File: src/rtl/rf_wb_scheduler.sv
// Register-file write-port scheduler: arbitrates pipeline (A) and long-latency (B) write-backs
// and keeps a scoreboard of destinations with outstanding long-latency results.
module rf_wb_scheduler #(
  parameter int STARVE_MAX = 4,
  parameter int CNT_W      = 3
) (
  input  logic        clk,
  input  logic        rst,
  input  logic        a_valid,
  output logic        a_ready,
  input  logic [4:0]  a_rd,
  input  logic [31:0] a_data,
  input  logic        b_valid,
  output logic        b_ready,
  input  logic [4:0]  b_rd,
  input  logic [31:0] b_data,
  input  logic        iss_valid,
  input  logic [4:0]  iss_rd,
  output logic        iss_ready,
  input  logic [4:0]  rs1_index,
  input  logic [4:0]  rs2_index,
  output logic        rs1_busy,
  output logic        rs2_busy,
  output logic        sb_empty,
  output logic        wb_en,
  output logic [4:0]  rd_index,
  output logic [31:0] wb_data
);

  logic [CNT_W-1:0] starve_cnt;
  logic [31:0]      busy;
  logic [31:0]      busy_nxt;
  logic             force_b;
  logic             grant_a;
  logic             grant_b;
  logic             vld_p1;
  logic [4:0]       rd_p1;
  logic [31:0]      data_p1;
  logic [4:0]       sel_rd;
  logic [31:0]      sel_data;

  assign force_b   = b_valid && (starve_cnt == CNT_W'(STARVE_MAX));
  assign grant_b   = force_b || (b_valid && !a_valid);
  assign grant_a   = a_valid && !force_b;
  assign a_ready   = !force_b;
  assign b_ready   = grant_b;
  assign iss_ready = !busy[iss_rd];
  assign rs1_busy  = busy[rs1_index];
  assign rs2_busy  = busy[rs2_index];
  assign sb_empty  = (busy == 32'd0) && !b_valid && !vld_p1;
  assign sel_rd    = grant_b ? b_rd   : a_rd;
  assign sel_data  = grant_b ? b_data : a_data;

  // Set is applied after clear so an issue to the index B is retiring keeps it busy.
  always_comb begin
    busy_nxt = busy;
    if (grant_b) busy_nxt[b_rd] = 1'b0;
    if (iss_valid && iss_ready) busy_nxt[iss_rd] = 1'b1;
    busy_nxt[0] = 1'b0;
  end

  always_ff @(posedge clk) begin
    if (!rst) begin
      starve_cnt <= '0;
      busy       <= '0;
    end else begin
      busy <= busy_nxt;
      if (grant_b || !b_valid)
        starve_cnt <= '0;
      else if (grant_a && (starve_cnt != CNT_W'(STARVE_MAX)))
        starve_cnt <= starve_cnt + CNT_W'(1);
    end
  end

  // Stage p1: registered register-file write; writes to x0 complete the handshake silently.
  always_ff @(posedge clk) begin
    if (!rst) begin
      vld_p1  <= 1'b0;
      rd_p1   <= '0;
      data_p1 <= '0;
    end else begin
      vld_p1 <= (grant_a || grant_b) && (sel_rd != 5'd0);
      if ((grant_a || grant_b) && (sel_rd != 5'd0)) begin
        rd_p1   <= sel_rd;
        data_p1 <= sel_data;
      end
    end
  end

  assign wb_en    = vld_p1;
  assign rd_index = rd_p1;
  assign wb_data  = data_p1;

endmodule

File: config.mk
export PLATFORM = sky130hd
export DESIGN_NAME = rf_wb_scheduler
export DESIGN_NICKNAME = d
export VERILOG_FILES = /design/src/rtl/rf_wb_scheduler.sv
export SDC_FILE = /design/constraint.sdc
export NUM_CORES = 1
export LEC_CHECK = 0
export ABC_AREA = 1
export BUFFER_PORTS_ARGS = -buffer_cell sky130_fd_sc_hd__buf_2
export CAP_MARGIN = 40
export CORE_ASPECT_RATIO = 1.5
export CORE_MARGIN = 2
export CORE_UTILIZATION = 53
export DETAILED_ROUTE_END_ITERATION = 10
export PLACE_DENSITY = 0.82
export SLEW_MARGIN = 20
export SYNTH_ARGS = -nofsm -noshare
export SYNTH_HDL_FRONTEND = slang
export SYNTH_SLANG_ARGS = --single-unit
File: constraint.sdc
create_clock -name clk -period 2.2 [get_ports clk]
set_input_delay 0.22 -clock clk [delete_from_list [all_inputs] [get_ports clk]]
set_output_delay 0.22 -clock clk [all_outputs]
set_load 0.02 [all_outputs]
==> results of run 1 <==
-- final cells by class --
| cell class | instances | share of cell area |
|---|---|---|
| Tap cell | 107 | 0.0237 |
| Timing Repair Buffer | 146 | 0.135 |
| Multi-Input combinational cell | 609 | 0.501 |
| Inverter | 39 | 0.0268 |
| Clock buffer | 13 | 0.0425 |
| Clock inverter | 3 | 0.0159 |
| Sequential cell | 72 | 0.255 |
-- placed cells by master, fill, tap and decap left out, types with 8 or more instances in the layout --
cell	count
nor2_1	131
dfxtp_1	72
nor3_1	9
o221ai_1	8
inv_1	34
nor4_1	8
o211ai_1	8
a21oi_1	39
o21ai_0	62
buf_2	137
nand3_1	29
clkbuf_16	9
nand2_1	233
nand3b_1	35
nand4_1	33
-- worst paths after layout --
path	start	to	cells after the start
setup / recovery	busy[9]	sb_empty	6
hold / removal	b_valid	starve_cnt[1]	3
setup reg to reg	starve_cnt[0]	wb_data[5]	13
hold reg to reg	wb_data[15]	wb_data[15]	2
-- power breakdown --
group	internal [mW]	switching (mW)	leakage, nW
Sequential	1.38	0.0500	0.591
Combinational	0.263	0.466	2.03
Clock	1.11	0.527	0.158
-- routing by layer --
metal  vias up  track usage  wire length, µm
met2       364        0.535             7410
met3        69       0.0969             1570
li1       2759            -                -
met5         -            0                0
met4         0        0.185              784
met1      2502        0.378             5510
-- per-stage QoR --
| stage | instances | total power [mW] | hold slack, ns | cell area (µm²) | utilization |
|---|---|---|---|---|---|
| 2_1_floorplan | 764 | 1.92 | 0.390 | 4650 | - |
| 3_3_place_gp | 972 | 2.15 | 0.431 | 5300 | 0.626 |
| 3_5_place_dp | 973 | 2.17 | 0.459 | 5310 | 0.627 |
| 4_1_cts | 989 | 3.79 | 0.227 | 5640 | 0.666 |
| 5_1_grt | 989 | 3.94 | 0.283 | 5650 | 0.668 |
| 6_report | 989 | 3.79 | 0.246 | 5650 | 0.668 |
-- worst register-to-register path, delay by kind of cell (launching register included) --
| family | cells | cell delay [ns] |
|---|---|---|
| adders and majority gates | 1 | 0.20 |
| AOI/OAI and AO/OA | 1 | 0.15 |
| DFF | 1 | 0.37 |
| buffers and inverters | 2 | 0.31 |
| and+or+nand+nor | 9 | 0.83 |
-- state kept, by name, indices dropped and copies added (netlist names) --
signal	count
busy	31
wb_data	32
wb_en	1
rd_index	5
starve_cnt	3
-- kinds of logic after synthesis --
kind of cell    count (synthesis)  synth area share
fa+ha+maj                       2           0.00538
buf+inv                        83            0.0826
simple gates                  485             0.459
flops                          72             0.310
compound gates                121             0.141
xor+xnor                        1           0.00188
==> run metrics, run 1 <==
via-per-instance ratio 5.76; largest buffer count on any clock path 2; initial drt markers 829; layout cells sized above 1 0.189; area of the mapped netlist 0.00465 mm²; family with the most delay on the worst path simple AND/OR/NAND/NOR gates; top cell type's share of synthesized area 0.310; Die Span Y 119 µm; # diodes 0; synth unique cells 28; drt drc 0; Root Driver clkbuf_16; sequential area share after synthesis 0.310; Final Max Slew Viols 0; pre-CTS setup slack 0.115 ns; top_reg_cell synth dfxtp_1; # IOs 138; Worst Path Buf+Inv 1; fmax 501 MHz; # resized after CTS 0; slowest cell delay on critical path 0.40 ns; first-pass GRT wire length 25.0 mm; setup ws final 0.204 ns; CP max FO 5; cts-stage hold buffer count 0; area leader, netlist dfxtp_1; CTS Sinks 72; CTS tree built; Die X 80.5 µm; final hold viol count 0; area of the multi-input gates 0.00283 mm²; vias 5694; total CTS buffers 9; worst min path class primary input to flop; critical-path cell list nor4_1 > nand4_1 > nor2_1 > nand2_1 > nor2_1 > buf_2; P per Cell Area 671 mW/mm²; critical path startpoint category flop; Final period util 0.907; YS warnings 0; status complete, no violations; drt first pass iters 7; worst-skew pair later-pin latency 0.33 ns; most frequent cells after synthesis nand2_1 (233), nor2_1 (131), dfxtp_1 (72); post-layout min period 2.00 ns; syn avg cell area 6.09 µm²; Die Area 0.00956 mm²; Crit Path Class flop to output pin; Final setup viols 0; Post-synth EDFFs 0; final WL 15.3 mm; top-count cell post-synth nand2_1; Worst-Margin Slew 0.563 ns; fin nets 973; Core Region 0.00846 mm²; vias in the first global route 5273; CP required 1.98 ns; initial antenna violation count 0; unrepaired setup endpoints after global routing false; H-tree Lvls 3; Fill cells 784; slowest CP cell dfxtp_1; post-DP HPWL 10.9 mm; clk_skew 0.00673 ns; dominant cells by area after synthesis dfxtp_1 (31%), nand2_1 (19%), nor2_1 (11%); Routed wire per std cell 15.5 µm; Sequential Area 0.00144 mm²; Arr. time, crit path 1.78 ns; Post-CTS Repair Setup Buffers 0; Post-Syn Instances 764; CP Capture Type output pin; Max Cap Viol 0; Critical Path Most Common Cell nor2_1; GRT overflow 0; largest net degree at the start of global routing 38; row count 41; Placer Congestion 0.974; Worst slew margin 0.625; Post-DRT Antenna Nets 0; peak supply drop 564 µV; Port Buffers 137; Mapped Nets 860; Yosys reg bits 72; ys async rst share 0; flop2flop setup slack 0.25 ns; CTS clock-pin slew for the worst setup and hold paths 0.06 ns; Total Routing Usage GR 0.329; Initial Utilization 0.549; total negative slack 0 ns; Leakage 2.78 nW; Syn-to-layout area delta 21.5%
Power figures use the tool's default switching activity.
==> run 2: changes to the inputs <==
--- a/config.mk
+++ b/config.mk
@@ -10,9 +10,10 @@
 export CAP_MARGIN = 40
 export CORE_ASPECT_RATIO = 1.5
 export CORE_MARGIN = 2
-export CORE_UTILIZATION = 53
+export CORE_UTILIZATION = 54
+export CTS_BUF_LIST = sky130_fd_sc_hd__clkbuf_2
 export DETAILED_ROUTE_END_ITERATION = 10
-export PLACE_DENSITY = 0.82
+export PLACE_DENSITY = 0.83
 export SLEW_MARGIN = 20
 export SYNTH_ARGS = -nofsm -noshare
 export SYNTH_HDL_FRONTEND = slang
==> run 2 against run 1 <==
  * Design area fell by 1.8%
  * Clock skew rose by 0.026 ns
  * Sequential power barely moved
  * Worst hold slack got worse by 0.23 ns
  * First-iteration DRC count fell by 11%
  * Critical endpoint unchanged
  * Largest power group is now registers
==> run metrics, run 2 (synthesis results as in run 1) <==
Core Region 0.00841 mm² (was 0.00846 mm²); CTS tree built (unchanged); CP required 1.98 ns (about the same); Initial Utilization 0.553 (was 0.549); worst-skew pair later-pin latency 0.53 ns (was 0.33 ns); post-layout min period 2.12 ns (was 2.00 ns); post-DP HPWL 11.0 mm (was 10.9 mm); P per Cell Area 498 mW/mm² (was 671 mW/mm²); GRT overflow 0 (unchanged); drt first pass iters 7 (unchanged); clk_skew 0.0331 ns (was 0.00673 ns); Placer Congestion 1.04 (was 0.974); row count 41 (unchanged); Die Span Y 118 µm (was 119 µm); commonest cells after routing, fill and taps aside nand2_1 (233), buf_2 (136), nor2_1 (130) (was nand2_1 (233), buf_2 (137), nor2_1 (131)); CTS Sinks 72 (unchanged); largest buffer count on any clock path 2 (unchanged); area of the multi-input gates 0.00289 mm² (was 0.00283 mm²); largest net degree at the start of global routing 38 (unchanged); final hold viol count 0 (unchanged); # IOs 138 (unchanged); cts-stage hold buffer count 0 (unchanged); total CTS buffers 9 (unchanged); Die X 79.8 µm (was 80.5 µm); status complete, no violations (unchanged); Largest register FFs 32 (unchanged); Crit Path Class flop to output pin (unchanged); Final setup viols 0 (unchanged); vias 5722 (was 5694); Arr. time, crit path 1.90 ns (was 1.78 ns); CP max FO 4 (was 5); Routed wire per std cell 15.3 µm (was 15.5 µm); critical path startpoint category flop (unchanged); Max Cap Viol 0 (unchanged); Syn-to-layout area delta 19.3% (was 21.5%); final WL 15.1 mm (was 15.3 mm); Total Routing Usage GR 0.320 (was 0.329); Final period util 0.964 (was 0.907); fin nets 975 (was 973); H-tree Lvls 3 (unchanged); worst min path class primary input to flop (unchanged); Worst slew margin 0.603 (was 0.625); drt drc 0 (unchanged); Sequential Area 0.00147 mm² (was 0.00144 mm²); fin util 0.659 (was 0.668); Worst-Margin Slew 0.595 ns (was 0.563 ns); Die Area 0.00939 mm² (was 0.00956 mm²); Leakage 2.73 nW (was 2.78 nW); commonest non-fill, non-tap cell in the layout nand2_1 (unchanged); CTS clock-pin slew for the worst setup and hold paths 0.19 ns (was 0.06 ns); Post-DRT Antenna Nets 0 (unchanged); initial drt markers 741 (was 829); CP Capture Type output pin (unchanged); peak supply drop 375 µV (was 564 µV); Final Max Slew Viols 0 (unchanged); Port Buffers 137 (unchanged); initial antenna violation count 0 (unchanged); layout cells sized above 1 0.219 (was 0.189); Root Driver clkbuf_2 (was clkbuf_16); Fill cells 795 (was 784); first-pass GRT wire length 24.1 mm (was 25.0 mm); fmax 472 MHz (was 501 MHz); total negative slack 0 ns (unchanged); vias in the first global route 5082 (was 5273); via-per-instance ratio 5.77 (was 5.76)
==> run 2: changes by cell type in the layout (fill, tap and decap cells not counted), sizes merged <==
| cell | previous run | this run |
|---|---|---|
| bufinv | 3 | 0 |
| clkbuf | 13 | 11 |
| clkinv | 3 | 7 |
| clkinvlp | 0 | 1 |
| buf | 146 | 148 |
| diode | 0 | 1 |
==> run 2: cell type report <==
cell class / instances / share of cell area
Clock buffer: 11 / 0.00992
Multi-Input combinational cell: 609 / 0.521
Tap cell: 107 / 0.0241
Sequential cell: 72 / 0.265
Timing Repair Buffer: 148 / 0.148
Antenna cell: 1 / 0.000451
Inverter: 39 / 0.0268
Clock inverter: 5 / 0.00429
==> run 2: worst paths after layout <==
| check | startpoint | to | slack (ns) | cells after the start |
|---|---|---|---|---|
| worst max-delay path | busy[4] | sb_empty | 0.08 | 6 |
| worst min-delay path | b_valid | starve_cnt[2] | 0.01 | 3 |
| worst max register to register | starve_cnt[0] | wb_data[8] | 0.25 | 11 |
| worst min register to register | starve_cnt[0] | starve_cnt[0] | 0.47 | 1 |
==> run 2: per-layer routing <==
metal / part of all wire / track usage / wire length [µm]
met3: 0.099 / 0.0644 / 1500
met5: 0 / 0 / 0
met2: 0.48 / 0.529 / 7240
met1: 0.37 / 0.372 / 5620
met4: 0.052 / 0.195 / 783
==> run 2: worst max-delay path, stage by stage (launching register included) <==
cell and delay, ns:
dfxtp_2 0.41, nor4_4 0.29, nand4_1 0.14, nor2_2 0.21
nand2_1 0.08, nor2_1 0.09, buf_4 0.15
==> run 2: per-stage QoR <==
| stage | cells | hold WS (ns) | instance area, µm² | power (mW) | setup WS, ns |
|---|---|---|---|---|---|
| 4_1_cts | 988 | 0.00383 | 5410 | 2.75 | 0.0137 |
| 2_1_floorplan | 764 | 0.390 | 4650 | 1.92 | 0.374 |
| 6_report | 992 | 0.0135 | 5550 | 2.76 | 0.0797 |
| 5_1_grt | 991 | 0.00823 | 5550 | 2.90 | -0.0151 |
| 3_3_place_gp | 971 | 0.431 | 5300 | 2.15 | 0.312 |
| 3_5_place_dp | 972 | 0.443 | 5330 | 2.17 | 0.255 |
==> run 2: what timing repair did <==
action,4_1_cts,5_1_grt
resized for setup,1,35
setup buffers,0,3
setup endpoints to repair,1,10
pin swaps,0,4
==> run 2: report_power, final <==
part           total (mW)  internal, mW  switching [mW]
Combinational       0.739         0.273           0.466
Sequential           1.43          1.37          0.0514
Clock               0.598         0.145           0.453
==> run 3: changes to the inputs <==
--- a/config.mk
+++ b/config.mk
@@ -13,7 +13,8 @@
 export CORE_UTILIZATION = 54
 export CTS_BUF_LIST = sky130_fd_sc_hd__clkbuf_2
 export DETAILED_ROUTE_END_ITERATION = 10
-export PLACE_DENSITY = 0.83
+export PLACE_DENSITY_LB_ADDON = 0.12
+export SETUP_SLACK_MARGIN = 0.3
 export SLEW_MARGIN = 20
 export SYNTH_ARGS = -nofsm -noshare
 export SYNTH_HDL_FRONTEND = slang
==> constraint.sdc (replaced) <==
create_clock -name clk -period 2.2 [get_ports clk]
set_input_delay 0.44 -clock clk [delete_from_list [all_inputs] [get_ports clk]]
set_output_delay 0.44 -clock clk [all_outputs]
set_load 0.02 [all_outputs]
==> run 3 against run 2 <==
  * The run now ends with negative setup slack left
  * Total power rose by 8.3%
  * Via count rose by 3.2%
  * Global-route usage rose by 0.62 points
  * Fmax decreased by 13%
  * Clock power grew 21%
  * Routed wire length grew 12%
  * Clock-buffer cell count did not move
  * Combinational power increased by 14%
  * Critical path depth is the same
  * Highest routed layer unchanged
==> run metrics, run 3 (synthesis results as in run 1) <==
status finished with violations (was complete, no violations); failing checks negative setup slack; Fill cells 711 (was 795); largest buffer count on any clock path 2 (unchanged); worst min path class primary input to flop (unchanged); drt drc 0 (unchanged); fin nets 1005 (was 975); layout cells sized above 1 0.290 (was 0.219); Total Routing Usage GR 0.326 (was 0.320); row count 41 (unchanged); CP required 1.76 ns (was 1.98 ns); Comb pwr share 0.282 (was 0.267); Routed wire per std cell 16.6 µm (was 15.3 µm); via-per-instance ratio 5.78 (was 5.77); Leakage 3.00 nW (was 2.73 nW); Placer Congestion 1.00 (was 1.04); Final Max Slew Viols 0 (unchanged); Arr. time, crit path 1.99 ns (was 1.90 ns); drt first pass iters 6 (was 7); Die X 79.8 µm (unchanged); # IOs 138 (unchanged); Root Driver clkbuf_2 (unchanged); initial antenna violation count 1 (was 0); P_int 1.96 mW (was 1.79 mW); unrepaired setup endpoints after global routing true; CP Capture Type output pin (unchanged); post-layout min period 2.43 ns (was 2.12 ns); commonest non-fill, non-tap cell in the layout nand2_1 (unchanged); initial drt markers 682 (was 741); Final period util 1.11 (was 0.964); Sw Ratio 0.344 (was 0.351); Power, Total 2.99 mW (was 2.76 mW); Syn-to-layout area delta 32.4% (was 19.3%); vias 5904 (was 5722); CTS clock-pin slew for the worst setup and hold paths 0.19 ns (about the same); Worst slew margin 0.616 (was 0.603); Die Span Y 118 µm (unchanged); CP max FO 5 (was 4); GRT overflow 0 (unchanged); NetSw 1.03 mW (was 970 µW); largest net degree at the start of global routing 38 (unchanged); Fin Hold WS 0.263 ns (was 0.0135 ns); CTS Sinks 72 (unchanged); Final setup viols 4 (was 0); Sequential Area 0.00149 mm² (was 0.00147 mm²); P per Cell Area 486 mW/mm² (was 498 mW/mm²); Port Buffers 137 (unchanged); H-tree Lvls 3 (unchanged); critical path startpoint category flop (unchanged); worst-skew pair later-pin latency 0.54 ns (was 0.53 ns); Post-DRT Antenna Nets 0 (unchanged); Worst-Margin Slew 0.576 ns (was 0.595 ns); setup ws final -0.232 ns (was 0.0797 ns); Die Area 0.00939 mm² (unchanged); Crit Path Class flop to output pin (unchanged); Clock Power Share 0.242 (was 0.216); fmax 411 MHz (was 472 MHz); CTS tree built (unchanged); final WL 17.0 mm (was 15.1 mm); final hold viol count 0 (unchanged); cts-stage hold buffer count 0 (unchanged); post-DP HPWL 11.0 mm (about the same); commonest cells after routing, fill and taps aside nand2_1 (217), buf_2 (131), nor2_1 (130) (was nand2_1 (233), buf_2 (136), nor2_1 (130)); Largest register FFs 32 (unchanged); first-pass GRT wire length 24.2 mm (was 24.1 mm); area of the multi-input gates 0.00304 mm² (was 0.00289 mm²); vias in the first global route 5189 (was 5082); Core Region 0.00841 mm² (unchanged); sequential share of power 0.475 (was 0.516); Initial Utilization 0.553 (unchanged); total CTS buffers 9 (unchanged); clk_skew 0.0251 ns (was 0.0331 ns); peak supply drop 388 µV (was 375 µV); Max Cap Viol 0 (unchanged)
-- run 3: cell types whose count changed in the layout (fill, tap and decap cells not counted), moves of 5 or more --
cell	previous run	this run
nand2_1	233	217
nand2_2	1	15
buf_4	8	21
buf_6	1	12
dfxtp_1	55	46
dfxtp_2	13	20
o21ai_0	62	56
buf_2	136	131
-- run 3: final timing paths --
path / slack (ns) / cells after the start / end / startpoint
worst max-delay path: -0.23 / 6 / sb_empty / busy[11]
worst min-delay path: 0.26 / 3 / starve_cnt[1] / b_valid
worst max register to register: 0.23 / 14 / wb_data[20] / starve_cnt[1]
worst min register to register: 0.49 / 2 / wb_data[30] / wb_data[30]
-- run 3: power by group through the flow --
stage          Sequential [mW]  Combinational (mW)  Clock, mW
2_1_floorplan             1.52               0.399          0
5_1_grt                   1.43               0.921      0.773
3_3_place_gp              1.45               0.706          0
6_report                  1.42               0.845      0.724
3_5_place_dp              1.45               0.725          0
4_1_cts                   1.42               0.752      0.733
-- run 3: routing by layer --
layer,part of all wire,vias to the layer above,GRT usage
met5,0,-,0
met1,0.35,2622,0.360
li1,-,2821,-
met3,0.081,90,0.0667
met2,0.49,371,0.537
met4,0.072,0,0.244
-- run 3: per-stage QoR --
step	util	area [µm²]	setup TNS [ns]	cells	setup WS, ns
CTS	0.680	5720	-0.233	1002	-0.135
floorplan	-	4670	0	764	0.302
global placement	0.641	5390	0	979	0.113
detailed placement	0.643	5410	0	980	0.0557
finish	0.732	6160	-0.301	1022	-0.232
global route	0.732	6160	-0.752	1022	-0.304
-- run 3: critical path: stages, from the launching register on --
cell     delay, ns
dfxtp_1       0.44
nor4_4        0.33
nand4_1       0.16
nor2_1        0.17
nand2_1       0.08
nor2_1        0.12
buf_4         0.17
-- run 3: layout make-up --
class / instances / area share
clock inverters: 5 / 0.00772
well taps: 107 / 0.0217
diodes: 1 / 0.000406
clock buffers: 11 / 0.00894
repair inverters: 1 / 0.00142
flip-flops and latches: 72 / 0.242
repair buffers: 177 / 0.196
multi-input cells: 609 / 0.494
inverters: 39 / 0.0274
-- run 3: timing repair --
item	in CTS	in global routing
gates cloned	0	7
buffers inserted	6	12
hold endpoints to repair	0	0
resized for setup	66	54
endpoints found under the setup margin	41	41
pin swaps	15	24
